### src/rtl/if2_inst_queue.sv
`default_nettype none
// ============================================================================
// Module   : if2_inst_queue
// Purpose  : Second instruction-fetch stage. It captures the 1-cycle-latency
//            instruction SRAM read data for the PC issued by IF1. It buffers
//            up to DEPTH fetched instructions so that ID back-pressure never
//            loses an SRAM response. PC/instruction pairs are presented to ID
//            through a valid/ready handshake, and a branch flush kills
//            everything held or in flight.
//
// Parameters:
//   DEPTH    queue entries (power of two, >= 2)
//   PC_WD    PC width
//   INST_WD  instruction width
//
// Ports:
//   clk              in   clock, all state changes on posedge
//   rst_n            in   asynchronous active-low reset
//   flush            in   branch redirect, kills held and in-flight fetches
//   in_valid         in   IF1 issued an SRAM read for in_pc this cycle
//   in_pc            in   PC of the issued read
//   in_ready         out  IF2 can accept the issued read
//   inst_sram_rdata  in   SRAM data, valid the cycle after issue only
//   out_valid        out  instruction available to ID
//   out_pc           out  PC of head instruction (0 when no valid output)
//   out_inst         out  head instruction (0 when no valid output)
//   out_ready        in   ID accepts the head instruction
//   out_br_hint      out  head is JAL/JALR/BRANCH (predecode build only)
//   occupancy        out  number of queue entries held (debug/perf)
//
// Build option:
//   IF2_PREDECODE_EN  when defined, each queue entry carries a predecoded
//                     control-transfer flag that drives out_br_hint. When it
//                     is undefined, out_br_hint is tied low and no flag
//                     storage exists.
//
// Revision : 1.0 - initial release
// ============================================================================
module if2_inst_queue #(
  parameter int DEPTH   = 4,
  parameter int PC_WD   = 32,
  parameter int INST_WD = 32
) (
  input  logic                     clk,
  input  logic                     rst_n,
  input  logic                     flush,
  input  logic                     in_valid,
  input  logic [PC_WD-1:0]         in_pc,
  output logic                     in_ready,
  input  logic [INST_WD-1:0]       inst_sram_rdata,
  output logic                     out_valid,
  output logic [PC_WD-1:0]         out_pc,
  output logic [INST_WD-1:0]       out_inst,
  input  logic                     out_ready,
  output logic                     out_br_hint,
  output logic [$clog2(DEPTH):0]   occupancy
);

  // Pointer width, count width (must hold the value DEPTH), and one extra
  // bit for the in_ready level arithmetic so count + s_valid never wraps.
  localparam int AW = $clog2(DEPTH);
  localparam int CW = AW + 1;
  localparam int LW = CW + 1;

  // --------------------------------------------------------------------------
  // State
  // --------------------------------------------------------------------------
  logic               s_valid_q, s_valid_d;
  logic [PC_WD-1:0]   s_pc_q,    s_pc_d;
  logic [CW-1:0]      count_q,   count_d;
  logic [AW-1:0]      rd_ptr_q,  rd_ptr_d;
  logic [AW-1:0]      wr_ptr_q,  wr_ptr_d;

  // Queue storage. Contents are only ever read when count_q says an entry is
  // live, so the arrays need no reset.
  logic [PC_WD-1:0]   pc_mem_q   [DEPTH];
  logic [INST_WD-1:0] inst_mem_q [DEPTH];

  // --------------------------------------------------------------------------
  // Combinational datapath
  // --------------------------------------------------------------------------
  logic               w_q_nonempty;
  logic               w_pop;
  logic               w_pop_q;
  logic               w_push;
  logic               w_accept;
  logic [LW-1:0]      w_level;
  logic [PC_WD-1:0]   w_head_pc;
  logic [INST_WD-1:0] w_head_inst;

  assign w_q_nonempty = (count_q != '0);

  // The queue head always has priority. Only when the queue is empty does the
  // SRAM response bypass straight to ID, giving zero added latency.
  assign w_head_pc   = w_q_nonempty ? pc_mem_q[rd_ptr_q]   : s_pc_q;
  assign w_head_inst = w_q_nonempty ? inst_mem_q[rd_ptr_q] : inst_sram_rdata;

  assign out_valid = !flush && (w_q_nonempty || s_valid_q);

  // A bubble is driven as all zeros so that ID never sees stale data.
  assign out_pc   = out_valid ? w_head_pc   : '0;
  assign out_inst = out_valid ? w_head_inst : '0;

  // out_valid already contains !flush, so a flush can never pop.
  assign w_pop   = out_valid && out_ready;
  assign w_pop_q = w_pop && w_q_nonempty;

  // The arriving response is stored unless ID takes it directly through the
  // bypass (which happens only when the queue is empty and ID is ready).
  assign w_push = s_valid_q && !flush && !(!w_q_nonempty && out_ready);

  // Level seen by the next response: everything held, plus the response
  // arriving now, minus what ID takes this cycle. Accepting a new read only
  // while this is below DEPTH reserves a slot for it before it arrives, so
  // the queue can never overflow.
  assign w_level  = LW'(count_q) + LW'(s_valid_q) - LW'(w_pop);
  assign in_ready = !flush && (w_level < LW'(DEPTH));

  assign w_accept = in_valid && in_ready;

  assign occupancy = count_q;

  // --------------------------------------------------------------------------
  // Next-state logic
  // --------------------------------------------------------------------------
  always_comb begin
    s_valid_d = w_accept;
    s_pc_d    = s_pc_q;
    count_d   = count_q;
    rd_ptr_d  = rd_ptr_q;
    wr_ptr_d  = wr_ptr_q;

    if (w_accept) begin
      s_pc_d = in_pc;
    end

    if (flush) begin
      // Flush discards both the queue and the response arriving this cycle.
      count_d  = '0;
      rd_ptr_d = '0;
      wr_ptr_d = '0;
    end else begin
      // Pointers wrap naturally because DEPTH is a power of two.
      if (w_push) begin
        wr_ptr_d = wr_ptr_q + AW'(1);
      end
      if (w_pop_q) begin
        rd_ptr_d = rd_ptr_q + AW'(1);
      end
      count_d = count_q + CW'(w_push) - CW'(w_pop_q);
    end
  end

  // --------------------------------------------------------------------------
  // Control registers
  // --------------------------------------------------------------------------
  always_ff @(posedge clk or negedge rst_n) begin
    if (!rst_n) begin
      s_valid_q <= 1'b0;
      s_pc_q    <= '0;
      count_q   <= '0;
      rd_ptr_q  <= '0;
      wr_ptr_q  <= '0;
    end else begin
      s_valid_q <= s_valid_d;
      s_pc_q    <= s_pc_d;
      count_q   <= count_d;
      rd_ptr_q  <= rd_ptr_d;
      wr_ptr_q  <= wr_ptr_d;
    end
  end

  // --------------------------------------------------------------------------
  // Queue storage write port
  // --------------------------------------------------------------------------
  always_ff @(posedge clk) begin
    if (w_push) begin
      pc_mem_q[wr_ptr_q]   <= s_pc_q;
      inst_mem_q[wr_ptr_q] <= inst_sram_rdata;
    end
  end

  // --------------------------------------------------------------------------
  // Branch predecode hint
  // --------------------------------------------------------------------------
`ifdef IF2_PREDECODE_EN
  // RISC-V major opcodes for JAL, JALR and conditional BRANCH.
  localparam logic [6:0] OP_JAL    = 7'b1101111;
  localparam logic [6:0] OP_JALR   = 7'b1100111;
  localparam logic [6:0] OP_BRANCH = 7'b1100011;

  logic w_rdata_cti;
  logic w_head_hint;
  logic hint_mem_q [DEPTH];

  assign w_rdata_cti = (inst_sram_rdata[6:0] == OP_JAL)  ||
                       (inst_sram_rdata[6:0] == OP_JALR) ||
                       (inst_sram_rdata[6:0] == OP_BRANCH);

  // The flag is decoded once on arrival and stored with the entry, so the
  // queued path and the bypass path both deliver it with no added latency.
  always_ff @(posedge clk) begin
    if (w_push) begin
      hint_mem_q[wr_ptr_q] <= w_rdata_cti;
    end
  end

  assign w_head_hint = w_q_nonempty ? hint_mem_q[rd_ptr_q] : w_rdata_cti;
  assign out_br_hint = out_valid && w_head_hint;
`else
  assign out_br_hint = 1'b0;
`endif

endmodule
`default_nettype wire

### config.mk
export PLATFORM = sky130hd
export DESIGN_NAME = if2_inst_queue
export DESIGN_NICKNAME = d
export VERILOG_FILES = /design/src/rtl/if2_inst_queue.sv
export SDC_FILE = /design/constraint.sdc
export NUM_CORES = 1
export LEC_CHECK = 0
export ABC_CLOCK_PERIOD_IN_PS = 3900
export BUFFER_PORTS_ARGS = -buffer_cell sky130_fd_sc_hd__buf_2
export CAP_MARGIN = 30
export CORE_MARGIN = 4
export CORE_UTILIZATION = 38
export CTS_BUF_LIST = sky130_fd_sc_hd__clkbuf_8
export CTS_CLUSTER_DIAMETER = 150
export DETAILED_ROUTE_END_ITERATION = 8
export PLACE_DENSITY = 0.61
export SLEW_MARGIN = 10
export SYNTH_ARGS = -nofsm -noshare
export SYNTH_HDL_FRONTEND = slang
export SYNTH_SLANG_ARGS = --single-unit
### constraint.sdc
create_clock -name clk -period 3.9 [get_ports clk]
set_input_delay 0.39 -clock clk [delete_from_list [all_inputs] [get_ports clk]]
set_output_delay 0.39 -clock clk [all_outputs]
set_load 0.05 [all_outputs]
==> results.md <==
* Count of cell types in the netlist at 33
* Grt ovf at 0
* Hold Crit Depth at 1
* Row cnt at 65
* Worst Path Arrival at between 2000 and 3000 ps
* VDD IR max at about 0.43 mV
* Syn Std Cell Area at roughly 12000 um^2
* Hold Buf Count CTS at 1
* Synth warnings at 0
* Yosys reg bits at approximately 300
* Core footprint at about 31000 um^2
* Vias in the first global route at a little over 7000
* Die height at around 190 um
* Top-count cell post-synth: edfxtp_1
* CP required at 3510 ps
* Synth top area cells: edfxtp_1, mux4_2, dfrtp_1, mux2_4, a21oi_1
* Leading area contributor after synthesis: edfxtp_1
* Layout cells sized above 1 at 0.382
* Drt total wl at 27.9 mm
* Synth-to-Final Area Change at 18.2%
* TritonRoute pass-1 iters at 6
* Worst Reg-to-Reg Cells at 10
* Avg WL per Cell at approximately 22 um
* Detail Route Antenna Nets at 0
* Num ports at 139
* GP Congestion at between 0.7 and 0.8
* Critical path's top delay family: simple AND/OR/NAND/NOR gates
* RSZ-0062 raised after global routing: false
* Critical path endpoint category: output pin
* GR peak layer: met2
* Clk sinks at 296
* Die width at between 150 and 200 um
* ANT cells at 0
* Vias/cell at ~5
* Post-CTS setup buffers at 0
* CTS root buf: clkbuf_8
* CTS HTree Levels at 2
* CP peak stage delay at roughly 450 ps
* Max-slew violations at 0
* CP Cell Sequence: nor3_2, a21o_1, inv_1, and2_1, ha_1, inv_1, ha_1, a31oi_1, mux2i_1, nor2_1, buf_2
* Antenna violations before repair at 0
* Post-synth top area share at 0.634
* Setup TNS at 0 ps
* Mapped Nets at 764
* Slowest stage cell on the critical path: dfrtp_1
* Relative slew slack at 0.385
* Ys flop type: edfxtp_1
* Post-Syn Instances at a little under 700
* DRT iter0 DRCs at roughly 350
* CTS tree: done
* Clk pin slew, worst setup/hold paths at approximately 60 ps
* M2 GR Usage at 0.268
* Seq/Total Area, Yosys at 0.717
* GRT met3 Usage at 0.0307
* Worst Tran Pin Value at 916 ps
* Vias at between 6000 and 7000
* CP bufs+invs at 3
* All-Layer GR Usage at 0.158
* Ys async rst share at 0.135
* CP Launch Type: flip-flop
* Final critical-path required period at around 3300 ps
* Starting Density at 0.385
* Critical path class: reg2out
* Post-Layout Cell Count at around 1300
* Fmax at roughly 0.3 GHz
* Tightest Hold Check Type: in2reg
* Stages on the worst setup path at 11
* First-pass GRT wire length at about 43 mm
* HPWL after DPL at between 15 and 20 mm
* Port bufs at approximately 140
* Placed cell count at around 1200
* Max clock buf depth at 3
* Fill cell count at 2736
* R2R Setup Slk at between 800 and 900 ps
* Number of synthesized flops with an enable pin at between 200 and 300
* Setup violations, final at 0
* Power Density at 757 nW/um^2
* # Max-Cap Violations at 0
* Leak Pwr at a little over 5 nW
* Worst-path maximum fanout at 6
* Post-CTS Resized at 0
* Residual DRC at 0
* Top post-synthesis cells by count: edfxtp_1, nand2_1, a21oi_1, mux4_2, nand3_1
* WHS at between 40 and 50 ps
* Mean area per synthesized cell at 17.7 um^2
* Die area at approximately 35000 um^2
* CTS buffer count at 50
* Fin crit share at 0.854
* Nets at 929
* Clock Latency Late Sink at about 570 ps
* Final hold violation count at 0
* Largest net degree at the start of global routing at 66
* Fin Clk Skew at roughly 32 ps
* Met1 usage at 0.213
* Status: completed
[area by class of cell]
type	count	area, um^2	share of cell area
clock buffer	65	895	0.0625
inverter	11	41.3	0.00288
sequential	296	8700	0.607
timing repair buffer	159	891	0.0622
clock inverter	27	155	0.0108
tap	402	503	0.0351
multi-input combinational	332	3140	0.219
[registers in the layout, indices dropped and copies added (netlist names)]
signal and flops:
s_valid_q 1, pc_mem_q 128, wr_ptr_q 2, s_pc_q 32, rd_ptr_q 2, inst_mem_q 128, occupancy 3
[power by group]
part	total (mW)	internal [mW]	switching (mW)
clock	2.80	1.57	1.23
sequential	4.37	3.94	0.431
combinational	3.68	1.23	2.44
[placed cells by master (no fill, tap or decap), types with 2 or more instances in the layout]
cell type,instances
buf_2,137
clkinv_1,2
a21oi_1,64
ha_1,9
clkbuf_8,65
inv_1,26
edfxtp_1,256
nand2_1,81
nand3_1,50
xor2_1,3
mux4_2,64
dfrtp_1,37
and2_4,4
dfrtp_4,2
mux2_2,3
nor2_1,7
nor2b_1,2
mux2_4,30
buf_4,18
buf_12,3
clkinv_2,5
[cell families after synthesis]
kind of cell             synth area share
flip-flops                          0.717
AND/OR/NAND/NOR                    0.0549
multiplexers                        0.160
AO/OA/AOI/OAI                      0.0292
buffers and inverters              0.0251
adder cells (fa/ha/maj)            0.0109
XOR/XNOR                          0.00289
other                            0.000309
[stage by stage]
| stage | power, mW | utilization | worst slack, ps | instance area [um^2] |
|---|---|---|---|---|
| floorplan | 7.14 | - | 399 | 12100 |
| global placement | 8.14 | 0.421 | 884 | 13300 |
| detailed placement | 8.18 | 0.421 | 852 | 13300 |
| CTS | 11.0 | 0.455 | 467 | 14300 |
| global route | 11.4 | 0.455 | 335 | 14300 |
| finish | 10.8 | 0.455 | 568 | 14300 |
[metal layers]
| metal | routed length [um] | up-vias |
|---|---|---|
| met1 | 12200 | 3386 |
| li1 | - | 2995 |
| met2 | 13600 | 194 |
| met5 | 0 | - |
| met4 | 630 | 0 |
| met3 | 1500 | 54 |
[final timing paths]
kind / end / startpoint
setup / recovery: in_ready / occupancy[1]$_DFF_PN0_
hold / removal: inst_mem_q[2][20]$_DFFE_PP_ / inst_sram_rdata[20]
setup reg to reg: s_pc_q[31]$_DFFE_PN0P_ / occupancy[1]$_DFF_PN0_
hold reg to reg: pc_mem_q[2][28]$_DFFE_PP_ / s_pc_q[28]$_DFFE_PN0P_
max in group asynchronous: rd_ptr_q[0]$_DFFE_PN0P_ / rst_n
min in group asynchronous: s_pc_q[21]$_DFFE_PN0P_ / rst_n
Note: power is estimated with default switching activity, not from simulation.
